File: config.mk
export PLATFORM = sky130hd
export DESIGN_NAME = bcd_display_scanner_flat
export DESIGN_NICKNAME = d
export VERILOG_FILES = /design/src/rtl/bcd_display_pkg.sv /design/src/rtl/bcd_display_scanner_if.sv /design/src/rtl/bcd_to_7seg.sv /design/src/rtl/bcd_display_scanner.sv /design/src/flat_wrapper.sv
export SDC_FILE = /design/constraint.sdc
export NUM_CORES = 1
export LEC_CHECK = 0
export CORE_ASPECT_RATIO = 0.6
export CORE_MARGIN = 1.5
export CORE_UTILIZATION = 39
export CTS_BUF_LIST = sky130_fd_sc_hd__clkbuf_16
export DETAILED_ROUTE_END_ITERATION = 10
export SYNTH_ARGS = -nofsm -noshare
export SYNTH_HDL_FRONTEND = slang
export SYNTH_SLANG_ARGS = --single-unit
File: constraint.sdc
create_clock -name clk -period 3.9 [get_ports clk]
set_clock_uncertainty 0.2 [all_clocks]
set_input_delay 0.78 -clock clk [delete_from_list [all_inputs] [get_ports clk]]
set_output_delay 0.78 -clock clk [all_outputs]
set_load 0.01 [all_outputs]
File: src/rtl/bcd_display_pkg.sv
// Shared types and segment constants for the BCD display scanner.
// Segment order is {g,f,e,d,c,b,a}, active-high.
package bcd_display_pkg;

  localparam int unsigned BCD_W = 4;
  localparam int unsigned SEG_W = 7;

  typedef logic [SEG_W-1:0] seg_t;

  localparam seg_t SEG_0     = 7'h3F;
  localparam seg_t SEG_1     = 7'h06;
  localparam seg_t SEG_2     = 7'h5B;
  localparam seg_t SEG_3     = 7'h4F;
  localparam seg_t SEG_4     = 7'h66;
  localparam seg_t SEG_5     = 7'h6D;
  localparam seg_t SEG_6     = 7'h7D;
  localparam seg_t SEG_7     = 7'h07;
  localparam seg_t SEG_8     = 7'h7F;
  localparam seg_t SEG_9     = 7'h6F;
  localparam seg_t SEG_ERR   = 7'h40;
  localparam seg_t SEG_BLANK = 7'h00;

endpackage : bcd_display_pkg

File: src/rtl/bcd_display_scanner_if.sv
// Bus between the BCD counter side (master) and the display scanner (slave).
interface bcd_display_scanner_if #(
  parameter int unsigned DIGITS = 6
);
  import bcd_display_pkg::*;

  localparam int unsigned SEL_W  = $clog2(DIGITS);
  localparam int unsigned SNAP_W = DIGITS * BCD_W;

  logic [SNAP_W-1:0] bcd;
  logic              latch;
  seg_t              seg;
  logic              dp;
  logic [DIGITS-1:0] an;
  logic [SEL_W-1:0]  digit_sel;

  modport master (
    output bcd,
    output latch,
    input  seg,
    input  dp,
    input  an,
    input  digit_sel
  );

  modport slave (
    input  bcd,
    input  latch,
    output seg,
    output dp,
    output an,
    output digit_sel
  );

endinterface : bcd_display_scanner_if

File: src/rtl/bcd_to_7seg.sv
// Combinational BCD digit to 7-segment decoder; codes 10..15 show the "-" error glyph.
module bcd_to_7seg
  import bcd_display_pkg::*;
(
  input  logic [BCD_W-1:0] bcd,
  output seg_t             seg_c
);

  always_comb begin
    seg_c = SEG_ERR;
    case (bcd)
      4'd0:    seg_c = SEG_0;
      4'd1:    seg_c = SEG_1;
      4'd2:    seg_c = SEG_2;
      4'd3:    seg_c = SEG_3;
      4'd4:    seg_c = SEG_4;
      4'd5:    seg_c = SEG_5;
      4'd6:    seg_c = SEG_6;
      4'd7:    seg_c = SEG_7;
      4'd8:    seg_c = SEG_8;
      4'd9:    seg_c = SEG_9;
      default: seg_c = SEG_ERR;
    endcase
  end

endmodule : bcd_to_7seg

File: src/rtl/bcd_display_scanner.sv
// Multiplexed 7-segment scanner: snapshots a packed BCD word and drives one digit per slot
// with a one-cycle blanking gap. Optional build macro: LEADING_ZERO_BLANK_EN.
module bcd_display_scanner
  import bcd_display_pkg::*;
#(
  parameter int unsigned       DIGITS   = 6,
  parameter int unsigned       SCAN_DIV = 1024,
  parameter logic [DIGITS-1:0] DP_MASK  = '0
) (
  input  logic                  clk,
  input  logic                  rst_n,
  bcd_display_scanner_if.slave  bus
);

  localparam int unsigned SEL_W  = $clog2(DIGITS);
  localparam int unsigned PRE_W  = $clog2(SCAN_DIV);
  localparam int unsigned SNAP_W = DIGITS * BCD_W;

  localparam logic [PRE_W-1:0] PRE_LAST = PRE_W'(SCAN_DIV - 1);
  localparam logic [SEL_W-1:0] SEL_LAST = SEL_W'(DIGITS - 1);

  logic [SNAP_W-1:0] snap;
  logic [PRE_W-1:0]  prescaler;
  logic [SEL_W-1:0]  digit_sel;
  logic [DIGITS-1:0] an;
  seg_t              seg;
  logic              dp;

  logic              tick_c;
  logic              dead_c;
  logic [BCD_W-1:0]  cur_digit_c;
  logic              cur_dp_c;
  logic [DIGITS-1:0] cur_an_c;
  seg_t              dec_seg_c;
  logic              blank_c;
  seg_t              seg_next_c;

  assign tick_c   = (prescaler == PRE_LAST);
  assign dead_c   = (prescaler == '0);
  assign cur_an_c = DIGITS'(1) << digit_sel;

  // Select the snapshot nibble and decimal-point bit of the digit being scanned.
  always_comb begin
    cur_digit_c = '0;
    cur_dp_c    = 1'b0;
    for (int unsigned i = 0; i < DIGITS; i++) begin
      if (SEL_W'(i) == digit_sel) begin
        cur_digit_c = snap[i*BCD_W +: BCD_W];
        cur_dp_c    = DP_MASK[i];
      end
    end
  end

  bcd_to_7seg u_dec (
    .bcd   (cur_digit_c),
    .seg_c (dec_seg_c)
  );

`ifdef LEADING_ZERO_BLANK_EN
  // upper_zero_c[i]: snapshot digits i..DIGITS-1 are all zero (invalid codes count as nonzero).
  logic [DIGITS-1:0] upper_zero_c;

  always_comb begin
    upper_zero_c             = '0;
    upper_zero_c[DIGITS-1]   = (snap[SNAP_W-1 -: BCD_W] == '0);
    for (int unsigned i = 1; i < DIGITS; i++) begin
      upper_zero_c[DIGITS-1-i] = upper_zero_c[DIGITS-i] &
                                 (snap[(DIGITS-1-i)*BCD_W +: BCD_W] == '0);
    end
  end

  always_comb begin
    blank_c = 1'b0;
    for (int unsigned i = 1; i < DIGITS; i++) begin
      if (SEL_W'(i) == digit_sel) begin
        blank_c = upper_zero_c[i];
      end
    end
  end
`else
  assign blank_c = 1'b0;
`endif

  assign seg_next_c = blank_c ? SEG_BLANK : dec_seg_c;

  // Snapshot capture; transparent with a one-cycle lag while latch is held.
  always_ff @(posedge clk or negedge rst_n) begin
    if (!rst_n) begin
      snap <= '0;
    end else if (bus.latch) begin
      snap <= bus.bcd;
    end
  end

  // Slot timing: prescaler wraps every SCAN_DIV cycles and advances the scanned digit.
  always_ff @(posedge clk or negedge rst_n) begin
    if (!rst_n) begin
      prescaler <= '0;
      digit_sel <= '0;
    end else begin
      prescaler <= tick_c ? '0 : prescaler + PRE_W'(1);
      if (tick_c) begin
        digit_sel <= (digit_sel == SEL_LAST) ? '0 : digit_sel + SEL_W'(1);
      end
    end
  end

  // Pad drivers; the first cycle of each slot is blanked to suppress ghosting.
  always_ff @(posedge clk or negedge rst_n) begin
    if (!rst_n) begin
      an  <= '0;
      seg <= SEG_BLANK;
      dp  <= 1'b0;
    end else if (dead_c) begin
      an  <= '0;
      seg <= SEG_BLANK;
      dp  <= 1'b0;
    end else begin
      an  <= cur_an_c;
      seg <= seg_next_c;
      dp  <= cur_dp_c;
    end
  end

  assign bus.an        = an;
  assign bus.seg       = seg;
  assign bus.dp        = dp;
  assign bus.digit_sel = digit_sel;

endmodule : bcd_display_scanner
File: src/flat_wrapper.sv
// flat-port wrapper written by rule: the top's interface ports become plain ports
module bcd_display_scanner_flat import bcd_display_pkg::*;
#(
  parameter int unsigned       DIGITS   = 6,
  parameter int unsigned       SCAN_DIV = 1024,
  parameter logic [DIGITS-1:0] DP_MASK  = '0
)
  (clk, rst_n, bus_bcd, bus_latch, bus_seg, bus_dp, bus_an, bus_digit_sel);
  bcd_display_scanner_if #(.DIGITS(DIGITS)) bus_i ();
  input  logic clk;
  input  logic rst_n;
  input wire logic [$bits(bus_i.bcd)-1:0] bus_bcd;
  input wire logic [$bits(bus_i.latch)-1:0] bus_latch;
  output wire logic [$bits(bus_i.seg)-1:0] bus_seg;
  output wire logic [$bits(bus_i.dp)-1:0] bus_dp;
  output wire logic [$bits(bus_i.an)-1:0] bus_an;
  output wire logic [$bits(bus_i.digit_sel)-1:0] bus_digit_sel;
  assign bus_i.bcd = bus_bcd;
  assign bus_i.latch = bus_latch;
  assign bus_seg = bus_i.seg;
  assign bus_dp = bus_i.dp;
  assign bus_an = bus_i.an;
  assign bus_digit_sel = bus_i.digit_sel;
  bcd_display_scanner #(.DIGITS(DIGITS), .SCAN_DIV(SCAN_DIV), .DP_MASK(DP_MASK)) u_core (.clk(clk), .rst_n(rst_n), .bus(bus_i));
endmodule
Word-level counts from Yosys, hierarchy flattened --
Memories as Yosys holds them, arrays and structs flattened. Cells that the tools add are included.
Cells by class: reductions and logical operators 2, equality and inequality tests 7, add/subtract/negate cells 2, mux-type cells 10, shift operators 1
Operators by type and width (number):
- two-way mux 4 bit | 6
- adder 10 x 1 -> 10 bit (second input constant) | 1
- == test 10 bit (second input constant) | 1
- zero test 10 bit | 1
- two-way mux 10 bit | 1
- two-way mux 7 bit | 1
- == test 2 x 3 -> 1 bit (first input constant) | 2
- == test 3 bit (first input constant) | 2
- two-way mux 6 bit | 1
- left shift 1 x 3 -> 6 bit (first input constant) | 1
- adder 3 x 1 -> 3 bit (second input constant) | 1
- == test 1 x 3 -> 1 bit (first input constant) | 1
- == test 3 bit (second input constant) | 1
- zero test 3 bit | 1
- two-way mux 3 bit | 1
Storage, ports and cells: output and inout bits 17, bits of input ports 27, bits in registers 50, memories 1, ROM bits 112, word-level logic and storage cells 28
Memories:
- (no name shown) | words 16, bits a word 7, rd ports 1, clocked after memory_dff 0, wr ports 0, RTL line bcd_to_7seg.sv:11 | case (bcd)

Depth between registers and ports, before layout --
An unclocked memory read counts as a cell.
depth after elaboration 9, depth in mapped cells 12

By module --
From an unflattened synthesis, not the netlist that was laid out.
Second synthesis, totals: cells, all modules 202, area, all modules 2443.6 um2
Modules (own cells, without submodules):
- bcd_display_scanner | instances 1, area an instance 2218.4 um2, cells an instance 173
- bcd_to_7seg | instances 1, area an instance 225.2 um2, cells an instance 29

Worst setup path after synthesis --
OpenSTA, ideal clock, no wires.
kind reg-to-reg, start register u_core.digit_sel[0], in the netlist u_core.bus.digit_sel[0], end register u_core.seg[3], in the netlist u_core.bus.seg[3], setup time 101 ps, slack 1060 ps, data arrival time 2539 ps, cell stages (with the launch flop) 11, period minus slack after synthesis 2840 ps, data required time 3599 ps, cell sequence dfrtp_1 -> buf_6 -> clkbuf_1 -> and2_1 -> ha_1 -> or2_2 -> a221oi_1 -> a311oi_2 -> inv_1 -> ha_1 -> o32ai_1
On the way: word-level cells in the longest chain between the ends 9
Ends and longest elaborated chain:
- from (decl) | RTL line bcd_display_scanner.sv:24 | logic [SEL_W-1:0] digit_sel;
- from (signal assigned) | RTL line bcd_display_scanner.sv:103 | digit_sel <= (digit_sel == SEL_LAST) ? '0 : digit_sel + SEL_W'(1);
- zero test 3 bit | RTL line bcd_display_scanner.sv:47 | if (SEL_W'(i) == digit_sel) begin
- two-way mux 4 bit (5 in series) | RTL line bcd_display_scanner.sv:47
- two-way mux 4 bit * | RTL line bcd_display_scanner.sv:47
- memory read (16 x 7 bit) *
- two-way mux 7 bit * | RTL line bcd_display_scanner.sv:114 | end else if (dead_c) begin
- to (signal assigned) | RTL line bcd_display_scanner.sv:120 | seg <= seg_next_c;
- to (decl) | RTL line bcd_display_scanner.sv:26 | seg_t seg;
Mark *: on every way between the ends. The rest lies on a longest branch, timed or not. A chain may end at the register's enable or synchronous reset.

Worst setup path after layout --
Same ends and word-level chain as after synthesis.

==> impl_metrics.json <==
{
  "cp.required_ns": 3.88,
  "p_per_area_nw_per_um2": 385,
  "syn_nets": 233,
  "fin_area_um2": 2950,
  "start_kind": "register",
  "fin_crit_ns": 3.16,
  "root_buffer": "clkbuf_16",
  "critical_path.top_delay_family": "compound AO/OA/AOI/OAI gates",
  "drv_slew": 0,
  "worst_setup_path_end_kind": "register",
  "synthAdderAreaFrac_pct": 4.25,
  "grtUsageTotal_pct": 16.5,
  "drc": 0,
  "post_cts_resized": 0,
  "grt_overflow": 0,
  "muxShareOfSynthArea_pct": 13.5,
  "setup_tns_ns": 0,
  "crit_chain": "and2_1, ha_1, or2_2, a221oi_1, a311oi_2, inv_1, ha_1, o32ai_1",
  "numCtsBuffers": 5,
  "avgSynthCellArea_um2": 11.9,
  "io_pins": 44,
  "synth_top_family_by_area": "multiplexers",
  "start_util_pct": 41.3,
  "cp.arrival_ns": 3.14,
  "p_leak_nw": 1.28,
  "max_freq_mhz": 316,
  "grt_pass1_vias": 1585,
  "cts_tree": "done",
  "area_delta_synth_final_pct": 25.4,
  "wl_um": 4700,
  "synth-edff-count": 0,
  "period_share_pct": 81.1,
  "syn_area_um2": 2350,
  "yosysUniqueCellTypes": 41,
  "cp_slowest_cell": "dfrtp_1",
  "core_um2": 5700,
  "rsz0062_at_grt": "no",
  "path_buf_inv": 1,
  "vias_per_cell": 4.97,
  "cts.reportedPaths.clkPinSlew_ns": 0.06,
  "worstMarginPinSlew_ns": 0.973,
  "port_buffers": 42,
  "ir_drop_uv": 157,
  "antenna_found_initial": 0,
  "die_x_um": 103,
  "synth_warnings": 0,
  "drtAntennaViolNets": 0,
  "yosys.area.top_type": "dfrtp_1",
  "criticalPathCategory": "reg -> reg",
  "synth-simple-area-share_pct": 11.4,
  "grt_max_degree": 44,
  "async_flop_share_pct": 100,
  "drive_gt1_share_pct": 15.1,
  "drtIter0Drc": 60,
  "maxSlewHeadroom_pct": 35.2,
  "num_antenna_cells": 0,
  "place_area_um2": 2810,
  "cts.path.max_buffers": 2,
  "hpwl_um": 3420,
  "nNetsFinal": 273,
  "die_area_um2": 6530,
  "crit_top_cell": "ha_1",
  "outcome": "completed",
  "cts_sinks": 50,
  "die_h_um": 63.2,
  "h-tree-depth": 2,
  "gp_congestion": 0.786,
  "wl_per_cell_um": 14.7,
  "cts_hold_repair.buffers": 0,
  "yosysTopAreaCellShare_pct": 53.2,
  "grt_pass1_wl_um": 8090,
  "min_path_type": "reg -> reg",
  "syn_inst": 198,
  "finalHoldViolations": 0,
  "critPathMaxStageDelay_ns": 0.78,
  "synth_compound_gate_area_share_pct": 9.52,
  "crit_path_max_fanout": 22,
  "cts_setup_buffers": 0,
  "first_pass_iters": 4,
  "synth_xor_area_share_pct": 2.98,
  "rows": 21,
  "ys_seq_area_share_pct": 53.2,
  "vias": 1584,
  "yosys-top-cells-area": "dfrtp_1 (53%), mux2_2 (10%), ha_1 (4.3%)",
  "ys_ff_latch": 50,
  "setup_viol": 0,
  "ys.flop_type": "dfrtp_1",
  "drv_cap": 0,
  "clkLatencyLatePin_ns": 0.29
}
[final timing paths]
| path | from | endpoint | slack (ns) | cells after the start |
|---|---|---|---|---|
| max | u_core.bus.digit_sel[0] | u_core.bus.seg[3] | 0.74 | 8 |
| min | u_core.prescaler[0] | u_core.prescaler[0] | 0.30 | 1 |
| max reg2reg | u_core.bus.digit_sel[0] | u_core.bus.seg[3] | 0.74 | 8 |
| min reg2reg | u_core.prescaler[0] | u_core.prescaler[0] | 0.30 | 1 |
| max in group asynchronous | rst_n | u_core.prescaler[1] | 2.35 | 2 |
| min in group asynchronous | rst_n | u_core.snap[8] | 0.45 | 1 |
[synthesized netlist by cell type (all sizes together), types with 3 or more instances]
cell type   n
mux2       21
buf         6
xnor2       4
xor2        4
o32ai       4
o21ai       7
nand3       5
nand2      10
nand3b      4
a221oi      4
clkbuf      5
a21oi       3
mux2i       8
nor2       10
o21bai      5
ha          8
dfrtp      50
inv        13
nor3        3
a311oi      3
[report_power, final]
| group | internal [mW] | switching, mW |
|---|---|---|
| sequential | 0.555 | 0.0172 |
| combinational | 0.0865 | 0.0676 |
| clock | 0.232 | 0.177 |
[registers in the layout (all words and copies together) (netlist names)]
signal and flops:
u_core.snap 24, u_core.prescaler 10, u_core.bus.seg 7, u_core.bus.an 6, u_core.bus.digit_sel 3
[through the flow]
| step | instances | utilization (%) | power [mW] | hold slack (ns) | setup slack (ns) |
|---|---|---|---|---|---|
| 2_1_floorplan | 198 | - | 0.658 | 0.255 | 1.06 |
| 3_3_place_gp | 311 | 49.4 | 0.735 | 0.281 | 0.925 |
| 3_5_place_dp | 311 | 49.4 | 0.737 | 0.296 | 0.784 |
| 4_1_cts | 319 | 51.8 | 1.15 | 0.305 | 0.702 |
| 5_1_grt | 319 | 51.8 | 1.19 | 0.327 | 0.496 |
| 6_report | 319 | 51.8 | 1.13 | 0.298 | 0.735 |
[cells in the final DEF, fill, tap and decap left out, types with 2 or more instances in the layout]
cell and n:
o32ai_1 4, a311oi_2 2, mux2_2 21, mux2i_1 8, dfrtp_1 50, nor3b_1 2, o21ai_0 7, a21oi_1 3
clkdlybuf4s50_1 41, o21bai_1 5, buf_4 2, nor3_1 3, nand3b_1 4, ha_1 8, nand3_1 5, xor2_1 4
xnor2_1 4, clkbuf_16 5, nor2b_1 2, nor2_1 10, a221oi_1 4, nand2_1 10, inv_1 14, nor4_1 2
[cells by family (layout without fill, tap and decap cells)]
group,count (synthesis),in the layout
adders and majority gates,8,8
and+or+nand+nor,49,49
buffers and inverters,24,65
AOI/OAI and AO/OA,29,29
DFF,50,50
muxes,29,29
xor gates and xnor gates,8,8
other,1,1
[final cells by class]
class	instances	area, µm²
Sequential cell	50	1250
Multi-Input combinational cell	124	983
Clock inverter	3	12.5
Tap cell	80	100
Fill cell	501	2750
Clock buffer	5	125
Inverter	13	48.8
Timing Repair Buffer	44	430
[routing by layer]
| layer | track usage (%) | wire (µm) |
|---|---|---|
| met2 | 20.7 | 1790 |
| met4 | 5.57 | 50 |
| met1 | 26.7 | 2620 |
| met3 | 4.11 | 244 |
| met5 | 0 | 0 |
(Power assumes the default switching activity.)
